### src/rtl/keypad_entry_ctrl_if.sv
// Completed-entry handshake between the keypad entry controller and its consumer.
// The controller drives the entry fields and valid; the consumer returns ack.
interface keypad_entry_ctrl_if;
    logic [13:0] out_value;
    logic [2:0]  out_cmd;
    logic [2:0]  out_ndigits;
    logic        out_valid;
    logic        out_ack;

    modport master (
        output out_value,
        output out_cmd,
        output out_ndigits,
        output out_valid,
        input  out_ack
    );

    modport slave (
        input  out_value,
        input  out_cmd,
        input  out_ndigits,
        input  out_valid,
        output out_ack
    );
endinterface

### src/rtl/keypad_entry_ctrl.sv
// Keypad entry controller: polls the 4x4 scanner, assembles up to MAX_DIGITS decimal
// digits plus an optional command key, and hands the finished entry to a consumer.
module keypad_entry_ctrl #(
    parameter int MAX_DIGITS = 4
) (
    input  logic                   clk,
    input  logic                   rst,
    input  logic [15:0]            kp_dataout,
    output logic                   kp_a0,
    output logic                   kp_readyclr,
    output logic [15:0]            entry_bcd,
    output logic                   err,
    keypad_entry_ctrl_if.master    entry
);

    localparam logic [2:0] MAX_CNT = 3'(MAX_DIGITS);

    typedef enum logic [2:0] {
        ST_POLL = 3'd0,
        ST_READ = 3'd1,
        ST_CLR  = 3'd2,
        ST_EXEC = 3'd3,
        ST_HOLD = 3'd4
    } state_t;

    state_t      state_r;
    state_t      state_s;
    logic [3:0]  key_r;
    logic [3:0]  key_s;
    logic [13:0] value_r;
    logic [13:0] value_s;
    logic [2:0]  count_r;
    logic [2:0]  count_s;
    logic [2:0]  cmd_r;
    logic [2:0]  cmd_s;
    logic [15:0] bcd_r;
    logic [15:0] bcd_s;
    logic        err_r;
    logic        err_s;
    logic        a0_r;
    logic        a0_s;
    logic        readyclr_r;
    logic        readyclr_s;
    logic [13:0] out_value_r;
    logic [13:0] out_value_s;
    logic [2:0]  out_cmd_r;
    logic [2:0]  out_cmd_s;
    logic [2:0]  out_nd_r;
    logic [2:0]  out_nd_s;
    logic        out_valid_r;
    logic        out_valid_s;

    // The scanner only defines the low nibble of its read bus.
    logic        unused_bus_s;
    assign unused_bus_s = ^kp_dataout[15:4];

    function automatic logic [13:0] mac10(input logic [13:0] acc, input logic [3:0] d);
        return (acc * 14'd10) + {10'd0, d};
    endfunction

    // Keys 0xA..0xD map onto command codes 1..4.
    function automatic logic [2:0] cmd_of(input logic [3:0] k);
        logic [3:0] t;
        t = k - 4'h9;
        return t[2:0];
    endfunction

    // Next-state, datapath and output decode.
    always_comb begin
        state_s     = state_r;
        key_s       = key_r;
        value_s     = value_r;
        count_s     = count_r;
        cmd_s       = cmd_r;
        bcd_s       = bcd_r;
        err_s       = 1'b0;
        out_value_s = out_value_r;
        out_cmd_s   = out_cmd_r;
        out_nd_s    = out_nd_r;
        out_valid_s = out_valid_r;

        case (state_r)
            ST_POLL: begin
                if (kp_dataout[0]) begin
                    state_s = ST_READ;
                end else begin
                    state_s = ST_POLL;
                end
            end
            ST_READ: begin
                key_s   = kp_dataout[3:0];
                state_s = ST_CLR;
            end
            ST_CLR: begin
                state_s = ST_EXEC;
            end
            ST_EXEC: begin
                state_s = ST_POLL;
                if (key_r <= 4'h9) begin
                    if (count_r < MAX_CNT) begin
                        value_s = mac10(value_r, key_r);
                        bcd_s   = {bcd_r[11:0], key_r};
                        count_s = count_r + 3'd1;
                    end else begin
                        err_s = 1'b1;
                    end
                end else if (key_r <= 4'hD) begin
                    cmd_s = cmd_of(key_r);
                end else if (key_r == 4'hE) begin
                    value_s = 14'd0;
                    bcd_s   = 16'd0;
                    count_s = 3'd0;
                    cmd_s   = 3'd0;
                end else begin
                    if (count_r != 3'd0) begin
                        out_value_s = value_r;
                        out_cmd_s   = cmd_r;
                        out_nd_s    = count_r;
                        out_valid_s = 1'b1;
                        state_s     = ST_HOLD;
                    end else begin
                        err_s = 1'b1;
                    end
                end
            end
            ST_HOLD: begin
                // The displayed digits stay up until the consumer takes the entry.
                if (entry.out_ack) begin
                    out_valid_s = 1'b0;
                    value_s     = 14'd0;
                    bcd_s       = 16'd0;
                    count_s     = 3'd0;
                    cmd_s       = 3'd0;
                    state_s     = ST_POLL;
                end else begin
                    state_s = ST_HOLD;
                end
            end
            default: begin
                state_s = ST_POLL;
            end
        endcase

        a0_s       = (state_s != ST_READ);
        readyclr_s = (state_s == ST_CLR);
    end

    // State, datapath and output registers.
    always_ff @(posedge clk) begin
        if (rst) begin
            state_r     <= ST_POLL;
            key_r       <= 4'd0;
            value_r     <= 14'd0;
            count_r     <= 3'd0;
            cmd_r       <= 3'd0;
            bcd_r       <= 16'd0;
            err_r       <= 1'b0;
            a0_r        <= 1'b1;
            readyclr_r  <= 1'b0;
            out_value_r <= 14'd0;
            out_cmd_r   <= 3'd0;
            out_nd_r    <= 3'd0;
            out_valid_r <= 1'b0;
        end else begin
            state_r     <= state_s;
            key_r       <= key_s;
            value_r     <= value_s;
            count_r     <= count_s;
            cmd_r       <= cmd_s;
            bcd_r       <= bcd_s;
            err_r       <= err_s;
            a0_r        <= a0_s;
            readyclr_r  <= readyclr_s;
            out_value_r <= out_value_s;
            out_cmd_r   <= out_cmd_s;
            out_nd_r    <= out_nd_s;
            out_valid_r <= out_valid_s;
        end
    end

    assign kp_a0             = a0_r;
    assign kp_readyclr       = readyclr_r;
    assign entry_bcd         = bcd_r;
    assign err               = err_r;
    assign entry.out_value   = out_value_r;
    assign entry.out_cmd     = out_cmd_r;
    assign entry.out_ndigits = out_nd_r;
    assign entry.out_valid   = out_valid_r;

endmodule

### src/flat_wrapper.sv
// flat-port wrapper written by rule: the top's interface ports become plain ports
module keypad_entry_ctrl_flat 
#(
    parameter int MAX_DIGITS = 4
)
  (clk, rst, kp_dataout, kp_a0, kp_readyclr, entry_bcd, err, entry_out_value, entry_out_cmd, entry_out_ndigits, entry_out_valid, entry_out_ack);
  keypad_entry_ctrl_if entry_i ();
  input  logic clk;
  input  logic rst;
  input  logic [15:0] kp_dataout;
  output logic kp_a0;
  output logic kp_readyclr;
  output logic [15:0] entry_bcd;
  output logic err;
  output wire logic [$bits(entry_i.out_value)-1:0] entry_out_value;
  output wire logic [$bits(entry_i.out_cmd)-1:0] entry_out_cmd;
  output wire logic [$bits(entry_i.out_ndigits)-1:0] entry_out_ndigits;
  output wire logic [$bits(entry_i.out_valid)-1:0] entry_out_valid;
  input wire logic [$bits(entry_i.out_ack)-1:0] entry_out_ack;
  assign entry_out_value = entry_i.out_value;
  assign entry_out_cmd = entry_i.out_cmd;
  assign entry_out_ndigits = entry_i.out_ndigits;
  assign entry_out_valid = entry_i.out_valid;
  assign entry_i.out_ack = entry_out_ack;
  keypad_entry_ctrl #(.MAX_DIGITS(MAX_DIGITS)) u_core (.clk(clk), .rst(rst), .kp_dataout(kp_dataout), .kp_a0(kp_a0), .kp_readyclr(kp_readyclr), .entry_bcd(entry_bcd), .err(err), .entry(entry_i));
endmodule
### config.mk
export PLATFORM = sky130hd
export DESIGN_NAME = keypad_entry_ctrl_flat
export DESIGN_NICKNAME = d
export VERILOG_FILES = /design/src/rtl/keypad_entry_ctrl_if.sv /design/src/rtl/keypad_entry_ctrl.sv /design/src/flat_wrapper.sv
export SDC_FILE = /design/constraint.sdc
export NUM_CORES = 1
export LEC_CHECK = 0
export CAP_MARGIN = 0
export CORE_UTILIZATION = 30
export DETAILED_ROUTE_END_ITERATION = 16
export HOLD_SLACK_MARGIN = 0.02
export PLACE_DENSITY = 0.52
export SETUP_SLACK_MARGIN = 0.2
export SYNTH_ARGS = -nofsm -noshare
export SYNTH_HDL_FRONTEND = slang
export SYNTH_SLANG_ARGS = --single-unit
export TNS_END_PERCENT = 100
### constraint.sdc
create_clock -name clk -period 4.65 [get_ports clk]
set_input_delay 0.93 -clock clk [delete_from_list [all_inputs] [get_ports clk]]
set_output_delay 0.93 -clock clk [all_outputs]
set_load 0.01 [all_outputs]
==> flow_summary.yaml, run 1 <==
floorplan:
  coreArea_sq_um: 10900
  dieWidth_um: 108
  num_rows: 38
  start_util_pct: 30.8
  die_area_sq_um: 11600
  ios: 59
  fp.dieH_um: 108
critical_path:
  crit_fanout: 5
  path_class: "register to register"
  worstSetupEndpointType: "register"
  start_kind: "register"
  worstRegToRegCells: 9
  crit_required_ns: 4.88
  crit_arrival_ns: 3.10
grt:
  grt_pass1_wl_um: 12400
  busiest_layer: "met2"
  met2_usage_pct: 20.1
  use_met1_pct: 18.6
  antenna_found_initial: 0
  met3_usage_pct: 5.27
  grt-ovfl-total: 0
  first_global_vias: 2555
  grt_max_degree: 47
  track_usage_pct: 13.6
routing:
  viasPerCell: 4.82
  firstDrtPassIters: 4
  postRouteWirelength_um: 7430
  drt_iter0_markers: 62
  wl_per_cell_um: 13.3
  antenna_left: 0
  drc_errors: 0
  vias: 2697
synth:
  ys_warn_count: 0
  syn_nets: 421
  synth_edf_count: 0
  synth_cells: 373
  synth_seq_area_share_pct: 39.4
  syn_area_sq_um: 3360
  async_reset_ff_share_pct: 0
  synth_ff_type: "dfxtp_1"
  synth-seq-cells: 66
  syn_area_per_cell_sq_um: 9.00
  ys_types: 56
cts:
  root_buffer: "clkbuf_8"
  postCtsSetupBuffers: 0
  htree_num_levels: 3
  cts_tree: "done"
  hold_buffers: 0
  insertion_delay_ns: 0.34
  cts.repair.resized: 0
  path_clk_slew_ns: 0.07
  clk_path_buf_depth: 2
  cts.sinks: 66
  cts_buffers: 9
sta:
  fin_crit_ns: 2.87
  slew_headroom_pct: 43.1
  worst-slew-pin-transition_ns: 0.853
  finalHoldViolCount: 0
  slew_viol_final: 0
  min_period_over_period_pct: 61.8
  finalSetupViolCount: 0
  fin_setup_tns_ns: 0
  fin_skew_ns: 0.00772
  max_freq_mhz: 348
  rsz0062_at_grt: "false"
power_and_ir_drop:
  combPwrFrac_pct: 5.0
  p_switching_w: 0.000251
  p_per_area_nw_per_um2: 281
  leakage_nw: 1.62
  p_sw_share_pct: 21.6
  intPower_w: 0.000913
  pwr-share-seq_pct: 49.9
  clkPwrFrac_pct: 45.2
  vdd_drop_max_mv: 0.192
min_path:
  hold_class: "register to register"
  hold_path_depth: 2
status:
  status: "finished, final reports clean"
flow_run:
  maxCapViolations: 0
final_layout:
  post-route-util_pct: 38.0
  drive_gt1_share_pct: 9.76
  diodes: 0
  syn2layout_area_growth_pct: 23.3
  final_nets: 464
  fill_cells: 1110
placed_design:
  place_congestion: 0.753
  dp_hpwl_um: 5130
  io_buffers: 46
routing by layer:
| metal | vias up | routed length, um |
|---|---|---|
| met3 | 5 | 417 |
| met2 | 52 | 3130 |
| li1 | 1398 | - |
| met1 | 1242 | 3850 |
| met5 | - | 0 |
| met4 | 0 | 42 |
registers in the layout (all words and copies together) (netlist names), 3 cells and up:
name / cells
u_core.entry_bcd: 15
u_core.entry.out_value: 14
u_core.value_r: 14
u_core.key_r: 4
u_core.cmd_r: 3
u_core.count_r: 3
u_core.entry.out_cmd: 3
u_core.entry.out_ndigits: 3
u_core.state_r: 3
cells in the mapped netlist, drive strengths merged (2+ instances only):
library cell / instances / area share (%)
a211oi: 2 / 0.45
a21o: 6 / 1.4
a21oi: 32 / 4.9
a22oi: 25 / 5.6
and3: 3 / 0.60
buf: 10 / 2.1
clkbuf: 8 / 0.89
dfxtp: 66 / 39
fa: 2 / 1.2
ha: 27 / 10
inv: 6 / 0.67
mux2i: 6 / 1.8
nand2: 47 / 5.3
nand2b: 3 / 0.56
nand3: 2 / 0.30
nand3b: 2 / 0.82
nand4: 4 / 0.75
nor2: 57 / 6.4
nor2b: 4 / 0.75
nor3: 12 / 2.1
nor4: 3 / 1.2
o21ai: 7 / 1.2
o2bb2ai: 3 / 0.97
xnor2: 11 / 2.9
xor2: 8 / 2.1
area by class of cell:
type	count	area (sq um)	area share (%)
clock inverters	1	30.0	0.726
clock buffers	14	193	4.66
repair buffers	50	485	11.7
inverters	6	22.5	0.544
flip-flops and latches	66	1320	31.9
multi-input cells	283	1910	46.2
well taps	140	175	4.23
cell families (layout without fill, tap and decap cells):
kind of cell               count (synthesis)  count (layout)  share of synthesized area (%)
muxes                                      6               6                           1.79
buffers and inverters                     24              71                           3.69
AOI/OAI and AO/OA                         87              87                           18.7
adders and majority gates                 29              29                           11.3
DFF                                       66              66                           39.4
and+or+nand+nor                          142             142                           20.2
xor gates and xnor gates                  19              19                           4.96
power groups by stage:
stage / Sequential [W] / Clock [W] / Combinational [W]
finish: 0.000580 / 0.000526 / 0.0000579
global route: 0.000581 / 0.000564 / 0.0000654
CTS: 0.000581 / 0.000542 / 0.0000584
detailed placement: 0.000594 / 0 / 0.0000582
global placement: 0.000593 / 0 / 0.0000575
floorplan: 0.000592 / 0 / 0.0000412
worst max-delay path, cell delays in order, from the launching register on:
cell,delay [ns]
dfxtp_1,0.44
ha_1,0.27
ha_1,0.22
fa_1,0.42
a211oi_1,0.44
o21ai_0,0.25
nor3_1,0.27
nand4_1,0.14
xor2_1,0.22
o2bb2ai_2,0.08
worst paths after layout:
path                                                   from                          end  slack, ns
worst max-delay path                      u_core.value_r[1]           u_core.value_r[12]       1.78
worst min-delay path            u_core.entry.out_ndigits[1]  u_core.entry.out_ndigits[1]       0.45
worst max register to register            u_core.value_r[1]           u_core.value_r[12]       1.78
worst min register to register  u_core.entry.out_ndigits[1]  u_core.entry.out_ndigits[1]       0.45
per-stage QoR:
stage,instances,power (W),hold WS (ns),worst slack [ns],area [sq um]
detailed placement,545,0.000652,0.449,1.78,3920
global route,560,0.00121,0.474,1.52,4140
global placement,545,0.000651,0.446,1.82,3920
finish,560,0.00116,0.454,1.78,4140
floorplan,373,0.000633,0.431,2.10,3360
CTS,560,0.00118,0.458,1.76,4140
layout by cell type (no fill, tap or decap), drive strengths merged, types with 2 or more instances in the layout:
cell / n
a211oi: 2
a21o: 6
a21oi: 32
a22oi: 25
and3: 3
buf: 5
clkbuf: 14
clkdlybuf4s50: 45
dfxtp: 66
fa: 2
ha: 27
inv: 6
mux2i: 6
nand2: 47
nand2b: 3
nand3: 2
nand3b: 2
nand4: 4
nor2: 57
nor2b: 4
nor3: 12
nor4: 3
o21ai: 7
o2bb2ai: 3
xnor2: 11
xor2: 8
Power figures use the tool's default switching activity.
==> run 2, diff against run 1 <==
--- a/config.mk
+++ b/config.mk
@@ -9,7 +9,7 @@
 export CORE_UTILIZATION = 30
 export DETAILED_ROUTE_END_ITERATION = 16
 export HOLD_SLACK_MARGIN = 0.02
-export PLACE_DENSITY = 0.52
+export PLACE_DENSITY = 0.54
 export SETUP_SLACK_MARGIN = 0.2
 export SYNTH_ARGS = -nofsm -noshare
 export SYNTH_HDL_FRONTEND = slang
==> constraint.sdc (replaced) <==
create_clock -name clk -period 2.4 [get_ports clk]
set_input_delay 0.48 -clock clk [delete_from_list [all_inputs] [get_ports clk]]
set_output_delay 0.48 -clock clk [all_outputs]
set_load 0.01 [all_outputs]
==> flow_summary.yaml, run 2 (same netlist as run 1, synthesis figures left out) <==
routing:
  postRouteWirelength_um: 8340
  antenna_left: 0
  drc_errors: 0
  viasPerCell: 4.82
  wl_per_cell_um: 14.0
  firstDrtPassIters: 4
  drt_iter0_markers: 94
  vias: 2877
sta:
  finalHoldViolCount: 0
  max_freq_mhz: 416
  setup_ws_ns: -0.00588
  min_period_over_period_pct: 100
  finalSetupViolCount: 2
  fin_skew_ns: 0.0131
  rsz0062_at_grt: "true"
  worst-slew-pin-transition_ns: 0.881
  fin_setup_tns_ns: -0.00697
  whs_ns: 0.457
  slew_viol_final: 0
  fin_crit_ns: 2.41
  slew_headroom_pct: 41.3
floorplan:
  ios: 59
  start_util_pct: 30.8
  dieWidth_um: 108
  num_rows: 38
  fp.dieH_um: 108
  coreArea_sq_um: 10900
  die_area_sq_um: 11600
grt:
  grt-ovfl-total: 0
  grt_max_degree: 47
  first_global_vias: 2807
  antenna_found_initial: 0
  grt_pass1_wl_um: 13600
  track_usage_pct: 15.1
critical_path:
  r2r_slack_ns: -0.006
  critPathMostFrequentCell: "ha_4"
  path_buf_inv: 0
  reg2reg_from: "u_core.value_r[3]"
  worstPathCellList: "ha_4 > ha_4 > fa_2 > xnor2_2 > and4bb_1 > o211ai_2 > nor4_4 > nand4_1 > xnor2_1 > o2bb2ai_1"
  crit_family: "adder cells"
  crit_fanout: 3
  slowest_delay_ns: 0.39
  crit_arrival_ns: 2.63
  start_kind: "register"
  critPathSlowestCell: "fa_2"
  path_class: "register to register"
  crit_required_ns: 2.63
  worstSetupEndpointType: "register"
  crit_start: "u_core.value_r[3]"
placed_design:
  io_buffers: 46
  place_congestion: 0.732
  pre_cts_slack_ns: -0.135
  dp_hpwl_um: 5710
final_layout:
  seqCellArea_sq_um: 1340
  largest_reg_flops: 15
  layout_common_cells: "58 x dfxtp_1, 55 x nor2_1, 46 x nand2_1"
  multi_input_area_sq_um: 2120
  diodes: 0
  final_nets: 500
  syn2layout_area_growth_pct: 37.6
  layout_commonest_cell: "dfxtp_1"
  drive_gt1_share_pct: 23.9
  fill_cells: 1105
cts:
  cts_buffers: 9
  cts_tree: "done"
  clk_path_buf_depth: 2
  hold_buffers: 0
  cts.sinks: 66
  root_buffer: "clkbuf_8"
  insertion_delay_ns: 0.34
  htree_num_levels: 3
  path_clk_slew_ns: 0.07
flow_run:
  maxCapViolations: 0
min_path:
  min_from: "u_core.entry.out_value[10]"
  hold_class: "register to register"
power_and_ir_drop:
  leakage_nw: 1.79
  vdd_drop_max_mv: 0.259
  p_per_area_nw_per_um2: 471
  finalPower_w: 0.00217
status:
  status: "complete, but fails checks"
  violations: "negative setup slack"
[run 2: cell count changes in the layout (fill, tap and decap cells not counted), moves of 3 or more]
cell      change
buf_4        +32
ha_1          -8
a21oi_1       -3
clkbuf_8      -4
clkbuf_1      +3
dfxtp_2       +6
ha_2          +4
dfxtp_1       -8
ha_4          +4
[run 2: path summary, 6_finish.rpt]
| path | cells past startpoint | endpoint |
|---|---|---|
| hold reg to reg | 2 | u_core.entry.out_value[10] |
| setup reg to reg | 10 | u_core.value_r[13] |
| hold / removal | 2 | u_core.entry.out_value[10] |
| setup / recovery | 10 | u_core.value_r[13] |
[run 2: routing by layer]
layer  wire length (um)  global-route usage, %  vias to the layer above
met3                397                   4.54                        7
met1               3950                   18.8                     1340
met5                  0                      0                        -
met2               3930                   24.4                       58
li1                   -                      -                     1472
met4                 51                   5.19                        0
[run 2: final cells by class]
class	count	area share, %
well taps	140	3.79
inverters	6	0.487
multi-input cells	283	45.8
clock buffers	13	3.22
clock inverters	3	0.867
flip-flops and latches	66	28.9
repair buffers	86	16.9
[run 2: timing repair]
action / CTS / global route
pin swaps: 21 / 5
buffers inserted: 2 / 3
setup endpoints to repair: 9 / 51
cloned: 0 / 1
gates resized for setup: 23 / 13
[run 2: power breakdown]
group	internal, W	switching (W)	total [W]
Clock	0.000506	0.000417	0.000924
Sequential	0.00111	0.0000159	0.00112
Combinational	0.0000535	0.0000763	0.000130
Total	0.00167	0.000509	0.00217
[run 2: through the flow]
stage | instance area, sq um | instances | utilization, %
6_report | 4620 | 597 | 42.4
5_1_grt | 4620 | 597 | 42.4
4_1_cts | 4520 | 593 | 41.6
3_5_place_dp | 4210 | 575 | 38.7
3_3_place_gp | 4210 | 575 | 38.7
2_1_floorplan | 3410 | 373 | -
[run 2: worst reg2reg max path, stage by stage, from the launching register on]
cell,delay (ns)
dfxtp_4,0.36
ha_4,0.24
ha_4,0.16
fa_2,0.39
xnor2_2,0.16
and4bb_1,0.29
o211ai_2,0.12
nor4_4,0.19
nand4_1,0.15
xnor2_1,0.16
o2bb2ai_1,0.08
==> run 3, diff against run 2 <==
--- a/config.mk
+++ b/config.mk
@@ -6,10 +6,10 @@
 export NUM_CORES = 1
 export LEC_CHECK = 0
 export CAP_MARGIN = 0
-export CORE_UTILIZATION = 30
+export CORE_UTILIZATION = 40
 export DETAILED_ROUTE_END_ITERATION = 16
 export HOLD_SLACK_MARGIN = 0.02
-export PLACE_DENSITY = 0.54
+export PLACE_DENSITY = 0.68
 export SETUP_SLACK_MARGIN = 0.2
 export SYNTH_ARGS = -nofsm -noshare
 export SYNTH_HDL_FRONTEND = slang
==> flow_summary.yaml, run 3 (same netlist as run 1, synthesis figures left out) <==
cts:
  cts_buffers: 9
  insertion_delay_ns: 0.35
  cts_tree: "done"
  clk_path_buf_depth: 2
  root_buffer: "clkbuf_8"
  hold_buffers: 0
  cts.sinks: 66
  htree_num_levels: 3
  path_clk_slew_ns: 0.07
routing:
  viasPerCell: 5.13
  wl_per_cell_um: 13.7
  antenna_left: 0
  drc_errors: 0
  drt_iter0_markers: 103
  firstDrtPassIters: 4
  postRouteWirelength_um: 7690
  vias: 2880
sta:
  min_period_over_period_pct: 101
  finalHoldViolCount: 0
  worst-slew-pin-transition_ns: 0.745
  fin_crit_ns: 2.42
  slew_viol_final: 0
  slew_headroom_pct: 50.3
  fin_skew_ns: 0.00506
  rsz0062_at_grt: "true"
  setup_ws_ns: -0.0225
  finalSetupViolCount: 2
  max_freq_mhz: 413
placed_design:
  dp_hpwl_um: 5330
  io_buffers: 46
  dpl_cell_area_sq_um: 4170
  place_congestion: 0.843
final_layout:
  layout_commonest_cell: "dfxtp_1"
  final_nets: 499
  seqCellArea_sq_um: 1340
  syn2layout_area_growth_pct: 36.7
  multi_input_area_sq_um: 2110
  layout_common_cells: "58 x dfxtp_1, 55 x nor2_1, 46 x nand2_1"
  drive_gt1_share_pct: 23.5
  fin_area_sq_um: 4590
  fill_cells: 708
  largest_reg_flops: 15
  diodes: 0
critical_path:
  start_kind: "register"
  worstSetupEndpointType: "register"
  reg2reg_to: "u_core.value_r[9]"
  worstRegToRegCells: 10
  path_class: "register to register"
  crit_required_ns: 2.60
  crit_fanout: 3
  r2r_slack_ns: -0.02
  crit_arrival_ns: 2.63
  reg2reg_from: "u_core.value_r[1]"
power_and_ir_drop:
  p_sw_share_pct: 22.1
  clkPwrFrac_pct: 44.5
  leakage_nw: 1.80
  pwr-share-seq_pct: 49.9
  combPwrFrac_pct: 5.6
  intPower_w: 0.00175
  finalPower_w: 0.00225
  vdd_drop_max_mv: 0.496
  p_switching_w: 0.000496
  p_per_area_nw_per_um2: 490
flow_run:
  maxCapViolations: 0
grt:
  busiest_layer: "met2"
  antenna_found_initial: 0
  grt_max_degree: 43
  grt_pass1_wl_um: 12600
  use_met1_pct: 23.5
  track_usage_pct: 18.5
  met2_usage_pct: 29.5
  grt-ovfl-total: 0
  first_global_vias: 2633
  met3_usage_pct: 5.61
floorplan:
  num_rows: 33
  coreArea_sq_um: 8180
  fp.dieH_um: 93.6
  die_area_sq_um: 8760
  start_util_pct: 41.1
  ios: 59
  dieWidth_um: 93.6
min_path:
  whs_endpoint: "u_core.entry.out_value[13]"
  hold_path_depth: 2
  hold_class: "register to register"
  min_from: "u_core.entry.out_value[13]"
status:
  violations: "negative setup slack"
  status: "complete, but fails checks"
run 3: metrics by stage:
| stage | setup slack, ns | instances | hold slack (ns) | setup TNS [ns] | util (%) |
|---|---|---|---|---|---|
| 2_1_floorplan | -0.0180 | 373 | 0.431 | -0.0180 | - |
| 3_3_place_gp | -0.105 | 540 | 0.443 | -0.200 | 50.9 |
| 3_5_place_dp | -0.148 | 540 | 0.447 | -0.280 | 50.9 |
| 4_1_cts | -0.00536 | 559 | 0.457 | -0.00536 | 54.9 |
| 5_1_grt | -0.148 | 561 | 0.468 | -0.444 | 56.2 |
| 6_report | -0.0225 | 561 | 0.455 | -0.0228 | 56.2 |
run 3: area by class of cell:
class                      count  area share (%)
clock buffer                  15            4.06
clock inverter                 1           0.654
inverter                       6           0.491
multi-input combinational    283            45.9
sequential                    66            29.1
tap                          105            2.86
timing repair buffer          85            16.9
run 3: worst max-delay path: stages (launching register included):
cell,delay [ns]
dfxtp_4,0.35
ha_4,0.24
ha_4,0.15
fa_2,0.38
a21o_1,0.22
a211o_2,0.33
o211ai_2,0.11
nor2_1,0.08
xor2_1,0.15
a22oi_1,0.19
nor2_1,0.07
run 3: worst max path at each step:
stage | start | endpoint | slack [ns] | cells past startpoint
after floorplan | u_core.value_r[3] | u_core.value_r[13] | -0.02 | 10
after global placement | u_core.value_r[3] | u_core.value_r[13] | -0.10 | 10
after detailed placement | u_core.value_r[4] | u_core.value_r[13] | -0.15 | 9
after CTS | u_core.value_r[1] | u_core.value_r[13] | -0.005 | 10
after global routing | u_core.value_r[1] | u_core.value_r[13] | -0.15 | 10
final | u_core.value_r[1] | u_core.value_r[9] | -0.02 | 10
run 3: power by group through the flow:
stage                     clock network (W)   logic, W  registers (W)
after floorplan                           0  0.0000803        0.00115
after global placement                    0   0.000117        0.00115
after detailed placement                  0   0.000120        0.00115
after CTS                           0.00102   0.000120        0.00112
after global routing                0.00107   0.000138        0.00112
final                               0.00100   0.000125        0.00112
run 3: routing by layer:
metal	vias up	wire length, um
li1	1464	-
met1	1341	3600
met2	66	3550
met3	9	425
met4	0	108
met5	-	0
run 3: timing repair:
item | in CTS | in global routing
pin swaps | 21 | 15
setup buffers | 3 | 2
endpoints found under the setup margin | 8 | 24
resized for setup | 19 | 17
cloned | 0 | 0
